===== src/rtl/gcd_engine_param_if.sv =====
// ---------------------------------------------------------------------------
// gcd_engine_param_if
//   Start/done handshake bundle for gcd_engine_param.
//   master : requester side (drives start/mode/a/b, observes results)
//   slave  : engine side (samples request, drives busy/done/gcd/err/iter)
//   Signals:
//     start  request pulse, sampled only while the engine is idle
//     mode   0 = subtractive Euclid, 1 = binary Stein
//     a, b   operands (WIDTH bits)
//     busy   engine not idle
//     done   result valid strobe (held DONE_CYCLES cycles)
//     gcd    result, err = both operands were zero, iter = CALC cycle count
// ---------------------------------------------------------------------------
interface gcd_engine_param_if #(
  parameter int WIDTH = 16
);
  logic             start;
  logic             mode;
  logic [WIDTH-1:0] a;
  logic [WIDTH-1:0] b;
  logic             busy;
  logic             done;
  logic [WIDTH-1:0] gcd;
  logic             err;
  logic [WIDTH-1:0] iter;

  modport master (
    output start, mode, a, b,
    input  busy, done, gcd, err, iter
  );

  modport slave (
    input  start, mode, a, b,
    output busy, done, gcd, err, iter
  );
endinterface


===== src/rtl/gcd_engine_param.sv =====
// ---------------------------------------------------------------------------
// gcd_engine_param
//   Multi-cycle GCD engine with selectable subtractive Euclid or binary
//   Stein algorithm, zero-operand error flag and a saturating count of the
//   cycles spent computing.
//   Ports:
//     clk    rising-edge clock
//     rst_n  synchronous active-low reset
//     bus    gcd_engine_param_if.slave (request in, registered results out)
//   Parameters:
//     WIDTH        operand/result width (>= 2)
//     DONE_CYCLES  number of cycles done and results are held (>= 1)
// ---------------------------------------------------------------------------
module gcd_engine_param #(
  parameter int WIDTH       = 16,
  parameter int DONE_CYCLES = 2
) (
  input  logic              clk,
  input  logic              rst_n,
  gcd_engine_param_if.slave bus
);

  localparam int KW = $clog2(WIDTH) + 1;
  localparam int HW = (DONE_CYCLES > 1) ? $clog2(DONE_CYCLES) : 1;

  typedef enum logic [1:0] {
    S_IDLE   = 2'd0,
    S_CALC   = 2'd1,
    S_FINISH = 2'd2
  } state_t;

  state_t           state_q;
  logic [WIDTH-1:0] x_q, y_q;
  logic [KW-1:0]    k_q;
  logic             m_q;
  logic [WIDTH-1:0] cnt_q;
  logic [HW-1:0]    hold_q;
  logic             busy_q, done_q, err_q;
  logic [WIDTH-1:0] gcd_q, iter_q;

  // One algorithm step, used only when neither operand is zero.
  logic [WIDTH-1:0] x_d, y_d;
  logic [KW-1:0]    k_d;
  logic [WIDTH-1:0] cnt_inc;

  always_comb begin
    x_d = x_q;
    y_d = y_q;
    k_d = k_q;
    if (!m_q) begin
      if (x_q > y_q) x_d = x_q - y_q;
      else           y_d = y_q - x_q;
    end else begin
      if (!x_q[0] && !y_q[0]) begin
        // Common factor of two: remember it in k, re-applied at the end.
        x_d = x_q >> 1;
        y_d = y_q >> 1;
        k_d = k_q + KW'(1);
      end else if (!x_q[0]) begin
        x_d = x_q >> 1;
      end else if (!y_q[0]) begin
        y_d = y_q >> 1;
      end else if (x_q >= y_q) begin
        // Both odd: the difference is even, so halve it right away.
        x_d = (x_q - y_q) >> 1;
      end else begin
        y_d = (y_q - x_q) >> 1;
      end
    end
  end

  // Saturating increment; also gives iter on the terminating cycle.
  assign cnt_inc = (&cnt_q) ? cnt_q : cnt_q + WIDTH'(1);

  always_ff @(posedge clk) begin
    if (!rst_n) begin
      state_q <= S_IDLE;
      x_q     <= '0;
      y_q     <= '0;
      k_q     <= '0;
      m_q     <= 1'b0;
      cnt_q   <= '0;
      hold_q  <= '0;
      busy_q  <= 1'b0;
      done_q  <= 1'b0;
      err_q   <= 1'b0;
      gcd_q   <= '0;
      iter_q  <= '0;
    end else begin
      case (state_q)
        S_IDLE: begin
          if (bus.start) begin
            x_q     <= bus.a;
            y_q     <= bus.b;
            m_q     <= bus.mode;
            k_q     <= '0;
            cnt_q   <= '0;
            busy_q  <= 1'b1;
            state_q <= S_CALC;
          end
        end
        S_CALC: begin
          cnt_q <= cnt_inc;
          if ((x_q == '0) || (y_q == '0)) begin
            gcd_q   <= (x_q | y_q) << k_q;
            err_q   <= ((x_q | y_q) == '0);
            iter_q  <= cnt_inc;
            done_q  <= 1'b1;
            hold_q  <= '0;
            state_q <= S_FINISH;
          end else begin
            x_q <= x_d;
            y_q <= y_d;
            k_q <= k_d;
          end
        end
        S_FINISH: begin
          if (hold_q == HW'(DONE_CYCLES - 1)) begin
            done_q  <= 1'b0;
            busy_q  <= 1'b0;
            gcd_q   <= '0;
            err_q   <= 1'b0;
            iter_q  <= '0;
            state_q <= S_IDLE;
          end else begin
            hold_q <= hold_q + HW'(1);
          end
        end
        default: state_q <= S_IDLE;
      endcase
    end
  end

  assign bus.busy = busy_q;
  assign bus.done = done_q;
  assign bus.gcd  = gcd_q;
  assign bus.err  = err_q;
  assign bus.iter = iter_q;

endmodule


===== src/flat_wrapper.sv =====
// flat-port wrapper written by rule: the top's interface ports become plain ports
module gcd_engine_param_flat 
#(
  parameter int WIDTH       = 16,
  parameter int DONE_CYCLES = 2
)
  (clk, rst_n, bus_start, bus_mode, bus_a, bus_b, bus_busy, bus_done, bus_gcd, bus_err, bus_iter);
  gcd_engine_param_if #(.WIDTH(WIDTH)) bus_i ();
  input  logic clk;
  input  logic rst_n;
  input wire logic [$bits(bus_i.start)-1:0] bus_start;
  input wire logic [$bits(bus_i.mode)-1:0] bus_mode;
  input wire logic [$bits(bus_i.a)-1:0] bus_a;
  input wire logic [$bits(bus_i.b)-1:0] bus_b;
  output wire logic [$bits(bus_i.busy)-1:0] bus_busy;
  output wire logic [$bits(bus_i.done)-1:0] bus_done;
  output wire logic [$bits(bus_i.gcd)-1:0] bus_gcd;
  output wire logic [$bits(bus_i.err)-1:0] bus_err;
  output wire logic [$bits(bus_i.iter)-1:0] bus_iter;
  assign bus_i.start = bus_start;
  assign bus_i.mode = bus_mode;
  assign bus_i.a = bus_a;
  assign bus_i.b = bus_b;
  assign bus_busy = bus_i.busy;
  assign bus_done = bus_i.done;
  assign bus_gcd = bus_i.gcd;
  assign bus_err = bus_i.err;
  assign bus_iter = bus_i.iter;
  gcd_engine_param #(.WIDTH(WIDTH), .DONE_CYCLES(DONE_CYCLES)) u_core (.clk(clk), .rst_n(rst_n), .bus(bus_i));
endmodule

===== config.mk =====
export PLATFORM = sky130hd
export DESIGN_NAME = gcd_engine_param_flat
export DESIGN_NICKNAME = d
export VERILOG_FILES = /design/src/rtl/gcd_engine_param_if.sv /design/src/rtl/gcd_engine_param.sv /design/src/flat_wrapper.sv
export SDC_FILE = /design/constraint.sdc
export NUM_CORES = 1
export LEC_CHECK = 0
export BUFFER_PORTS_ARGS = -buffer_cell sky130_fd_sc_hd__buf_2
export CAP_MARGIN = 10
export CORE_MARGIN = 4
export CORE_UTILIZATION = 60
export CTS_BUF_LIST = sky130_fd_sc_hd__clkbuf_8
export CTS_CLUSTER_DIAMETER = 80
export DETAILED_ROUTE_END_ITERATION = 12
export PLACE_DENSITY_LB_ADDON = 0.25
export SLEW_MARGIN = 10
export SYNTH_ARGS = -nofsm -noshare
export SYNTH_HDL_FRONTEND = slang
export SYNTH_SLANG_ARGS = --single-unit

===== constraint.sdc =====
create_clock -name clk -period 6.6 [get_ports clk]
set_clock_uncertainty 0.05 [all_clocks]
set_input_delay 1.32 -clock clk [delete_from_list [all_inputs] [get_ports clk]]
set_output_delay 1.32 -clock clk [all_outputs]
set_load 0.1 [all_outputs]

After elaboration in Yosys (flattened, before gate mapping)
Index checks and enable logic that the tools add are counted.
{"block": "op_classes", "n_addsub": 5, "n_mul": 0, "n_div": 0, "magnitude_cmp": 2, "eq_ne": 14, "n_shift": 1, "n_mux": 45, "bitwise_logic": 1, "n_reduce_logical": 23}
{"cell": "two-way mux 16 bit", "count": 21}
{"cell": "case mux 16 bit (2 select lines)", "count": 5}
{"cell": "zero test 16 bit", "count": 3}
{"cell": "subtractor 16 bit", "count": 2}
{"cell": "two-way mux 5 bit", "count": 4}
{"cell": "adder 16 x 1 -> 16 bit, second input constant", "count": 1}
{"cell": "greater-or-equal comparator 16 bit", "count": 1}
{"cell": "> comparator 16 bit", "count": 1}
{"cell": "OR 16 bit", "count": 1}
{"cell": "AND reduction 16 bit", "count": 1}
{"cell": "left shift 16 x 5 -> 16 bit", "count": 1}
{"cell": "inequality test 5 bit, second input constant", "count": 3}
{"cell": "AND reduction 6 bit", "count": 2}
{"cell": "case mux 5 bit (2 select lines)", "count": 1}
{"cell": "AND reduction 5 bit", "count": 2}
{"cell": "AND reduction 3 bit", "count": 3}
{"cell": "inequality test 2 x 1 -> 1 bit, second input constant", "count": 4}
{"cell": "case mux 1 bit (2 select lines)", "count": 4}
{"cell": "two-way mux 1 bit", "count": 6}
{"cell": "two-way mux 2 bit", "count": 3}
{"cell": "case mux 2 bit (3 select lines)", "count": 1}
{"cell": "AND reduction 2 bit", "count": 3}
{"cell": "nonzero test 2 bit", "count": 3}
{"cell": "adder 5 x 1 -> 5 bit, second input constant", "count": 1}
{"cell": "12 further kinds", "count": 14}
{"block": "word_totals", "register_bits": 92, "latch_bits": 0, "mem_bits_rw": 0, "romBits": 0, "input_bits": 36, "out_inout_bits": 35, "wordCells": 105, "memories": 0}

Logic depth before layout (Yosys ltp)
{"block": "logic_depth", "depth_word": 8, "mapped_depth": 11, "depth_no_buf": 10}

Least setup slack after synthesis
OpenSTA, ideal clock, no wires.
{"block": "synth_timing", "path_type": "reg-to-reg", "start": "register u_core.x_q[0]", "end": "register u_core.y_q[2]", "setup_ns": 0.119, "t_arrival_ns": 2.838, "t_required_ns": 6.431, "setup_slack_ns": 3.593, "path_stages_with_launch": 11, "n_path_buf": 1, "synth_period_minus_slack_ns": 3.007, "cell_sequence": "dfxtp_1 -> inv_1 -> ha_1 -> fa_1 -> nor3_1 -> o31ai_1 -> a31oi_1 -> a2111oi_4 -> o21a_1 -> buf_4 -> o221a_2"}
{"block": "synth_between", "elab_chain_len": 8, "word_cells_on_any_way": 20, "classes_between": "1 x add/sub; 2 x order compare; 4 x eq/ne; 8 x mux; 5 x reduce/logical"}
{"element": "start, declared", "line_no": "gcd_engine_param.sv:33", "text": "logic [WIDTH-1:0] x_q, y_q;"}
{"element": "start signal, assigned", "line_no": "gcd_engine_param.sv:93", "text": "x_q <= bus.a;"}
{"element": "subtractor 16 bit", "line_no": "gcd_engine_param.sv:52, gcd_engine_param.sv:67"}
{"element": "two-way mux 16 bit", "line_no": "gcd_engine_param.sv:63", "text": "end else if (x_q >= y_q) begin"}
{"element": "two-way mux 16 bit", "line_no": "gcd_engine_param.sv:61", "text": "end else if (!y_q[0]) begin"}
{"element": "two-way mux 16 bit", "line_no": "gcd_engine_param.sv:59", "text": "end else if (!x_q[0]) begin"}
{"element": "two-way mux 16 bit", "line_no": "gcd_engine_param.sv:54", "text": "if (!x_q[0] && !y_q[0]) begin"}
{"element": "two-way mux 16 bit", "line_no": "gcd_engine_param.sv:50", "text": "if (!m_q) begin"}
{"element": "two-way mux 16 bit", "line_no": "gcd_engine_param.sv:104", "text": "if ((x_q == '0) || (y_q == '0)) begin"}
{"element": "case mux 16 bit (2 select lines)", "line_no": "gcd_engine_param.sv:90", "text": "case (state_q)"}
{"element": "end signal, assigned", "line_no": "gcd_engine_param.sv:94", "text": "y_q <= bus.b;"}
{"element": "end signal, assigned", "line_no": "gcd_engine_param.sv:113", "text": "y_q <= y_d;"}
{"element": "end, declared", "line_no": "gcd_engine_param.sv:33"}
Several ways; a longest one is shown, not always the timed one. The select of a mux whose other input is x is not followed.
A chain may end at the register's enable or synchronous reset.

Worst setup path in the final report
{"block": "layout_timing", "start": "register u_core.x_q[6]", "end": "register u_core.y_q[8]"}
The elaborated chain is that of the path after synthesis.

==> impl_metrics.yaml <==
finish:
  num_antenna_cells: 0
  final_cell_mix: "dfxtp_1, nand2_1, nor2_1, a21oi_1, buf_2"
  nets: 1095
  final_util_pct: 66.1
  drive_gt1_share_pct: 11.8
  area_growth_pct: 6.83
  fillerInstances: 1129
  mostFrequentLayoutCell: "dfxtp_1"
  final_cells: 1178
setup_path:
  r2r-end: "u_core.y_q[8]$_SDFFE_PN0P_"
  rr_startpoint: "u_core.x_q[6]$_SDFFE_PN0P_"
  cp-start-kind: "flip-flop"
  critPathKind: "reg2reg"
  startpoint: "u_core.x_q[6]$_SDFFE_PN0P_"
  rr_worst_depth: 9
  critPathRequiredTime_ns: 6.80
  cp_max_fo: 23
  end_kind: "flip-flop"
  regToRegSetupSlack_ns: 2.53
  arrival_ns: 4.27
clock_network:
  clk_pin_slew_ns: 0.10
  cts_buffer_depth: 2
  holdBufCountCts: 0
  clock_latency_ns: 0.38
  cts_buffers: 9
  cts_tree: "done"
  cts_sinks: 92
  htreeDepth: 3
  cts_root_buf: "clkbuf_8"
  post_cts.repair.setup_buffers: 0
  cts_resized: 0
yosys:
  yosys_most_used_dff: "dfxtp_1"
  ys_seq_elements: 92
  synth-simple-area-share_pct: 21.4
  synth_mux_area_share_pct: 5.90
  synth_xor_area_share_pct: 4.68
  yosysUniqueCellTypes: 76
  synthesis.nets: 1075
  synth_edf_count: 0
  synth_top_family_by_area: "compound AO/OA/AOI/OAI gates"
  synth-async-reset-ratio_pct: 0
  synthAdderAreaFrac_pct: 9.22
  synth_warnings: 0
  netlist_area_sq_um: 7490
  yosysSeqAreaShare_pct: 24.6
  syn_inst: 985
  syn_avg_cell_area_sq_um: 7.60
  synth_compound_area_share_pct: 27.8
sta:
  rsz0062_at_grt: "false"
  drv_slew: 0
  timing.final.ws_setup_ns: 2.53
  post-route-min-period_ns: 4.07
  worst_slew_pin_slew_ns: 1.08
  fin_crit_sh_pct: 61.7
  fin_hold_ws_ns: 0.405
  tns_ns: 0
  max_freq_ghz: 0.246
  finalSetupViolCount: 0
  slew-limit-headroom_pct: 27.2
  hold_viol: 0
hold_path:
  whs_endpoint: "u_core.bus.iter[10]$_SDFFE_PN0P_"
  hold_class: "reg2reg"
  hold_depth: 2
  hp-start: "u_core.bus.iter[10]$_SDFFE_PN0P_"
floorplanning:
  io_pins: 71
  die_w_um: 120
  initial_utilization_pct: 61.8
  core-area_sq_um: 12100
  die_h_um: 120
  dieArea_sq_um: 14300
  rows: 40
global_route:
  grt_pass1_vias: 7169
  grt_max_degree: 48
  grt_usage_pct: 31.4
  overflow: 0
  antenna_found_initial: 0
  grt_pass1_wl_mm: 36.6
status:
  status: "complete, no violations"
placement:
  dp_hpwl_mm: 16.7
  place_inst: 1162
  io_buffers: 70
  pre_cts_ws_ns: 2.68
  place.gp.congestion: 0.990
pwr:
  p_leak_nw: 3.06
  ir_worst_vdd_uv: 245
  power.density_nw_per_um2: 536
detailed_routing:
  route.detailed.drc: 0
  postRouteAntennaNets: 0
  viasPerCell: 6.55
  first_pass_iters: 8
  routed_wl_mm: 22.9
  vias: 7712
  drtIter0Drc: 902
  wl_per_cell_um: 19.4
job:
  cap_violations: 0
## final cells by class
cell class,instances,area (sq um),share of cell area (%)
clock inverter,6,38.8,0.485
clock buffer,10,138,1.72
timing repair buffer,76,395,4.94
tap,168,210,2.63
sequential,92,1840,23.0
inverter,56,210,2.63
multi-input combinational,770,5170,64.6
## power breakdown
group          leakage (nW)  internal [mW]  switching (mW)
Clock                0.0943          0.147           0.215
Sequential            0.751          0.666           0.142
Combinational          2.22           1.06            2.06
## logic make-up (layout without fill, tap and decap cells)
family	Yosys count	count (layout)
AO/OA/AOI/OAI	311	311
XOR/XNOR	40	40
adder cells (fa/ha/maj)	54	54
buffers and inverters	123	148
flip-flops	92	92
multiplexers	37	37
AND/OR/NAND/NOR	328	328
## state kept, by name, summed over array words and instances, names as in the netlist
register,count
u_core.y_q,16
u_core.hold_q,1
u_core.k_q,5
u_core.m_q,1
u_core.bus.busy,1
u_core.bus.done,1
u_core.x_q,16
u_core.cnt_q,16
u_core.bus.iter,16
u_core.bus.gcd,16
u_core.bus.err,1
u_core.state_q,2
## through the flow
stage,instance area (sq um),power [mW]
CTS,8000,4.18
global placement,7820,3.80
finish,8000,4.29
detailed placement,7820,3.81
global route,8000,4.56
floorplan,7490,3.11
## critical path, stage by stage (launching register included)
cell,delay [ns]
dfxtp_1,0.43
inv_1,0.09
ha_1,0.47
nor2_1,0.16
a211oi_1,0.46
a31oi_1,0.35
a2111oi_4,0.77
o21a_1,0.80
o311a_1,0.30
a211oi_1,0.05
## cell usage after synthesis (6+ instances only)
cell type,number,area [sq um]
o31ai_1,11,82.6
and3_1,6,37.5
xnor2_1,18,158
o21ai_1,9,45.0
inv_1,54,203
a211oi_1,10,75.1
a22oi_1,6,45.0
a2bb2oi_1,8,70.1
ha_1,52,651
xor2_1,22,193
a221oi_1,7,61.3
and2_1,10,62.6
nand2_1,87,327
nor4_1,17,106
a21o_1,8,60.1
nand2b_1,12,75.1
o41ai_1,6,52.6
dfxtp_1,92,1840
o221ai_1,10,87.6
o211ai_1,13,97.6
nand3_1,28,140
a31oi_1,25,156
or3_1,6,37.5
mux2_2,7,78.8
a21oi_1,83,415
nor3_1,29,145
nor2_1,83,312
clkbuf_1,53,199
nor2b_1,17,106
o21ai_0,56,280
o31a_1,6,52.6
nand4_1,16,100
o21bai_1,7,52.6
mux2i_1,25,250
## metal layers
metal	global-route usage [%]	vias up	share of wire (%)
met5	0	-	0
met4	11.7	0	3.3
met3	10.6	65	11
met2	47.0	421	43
met1	42.1	3585	42
li1	-	3641	-
## worst max path at each step
stage	slack, ns	endpoint	cells past startpoint
finish	2.53	u_core.y_q[8]$_SDFFE_PN0P_	9
global route	2.25	u_core.y_q[13]$_SDFFE_PN0P_	9
CTS	2.68	u_core.y_q[8]$_SDFFE_PN0P_	9
detailed placement	2.68	u_core.y_q[8]$_SDFFE_PN0P_	9
global placement	2.78	u_core.y_q[8]$_SDFFE_PN0P_	9
floorplan	3.59	u_core.y_q[2]$_SDFFE_PN0P_	10
Note: power is estimated with default switching activity, not from simulation.
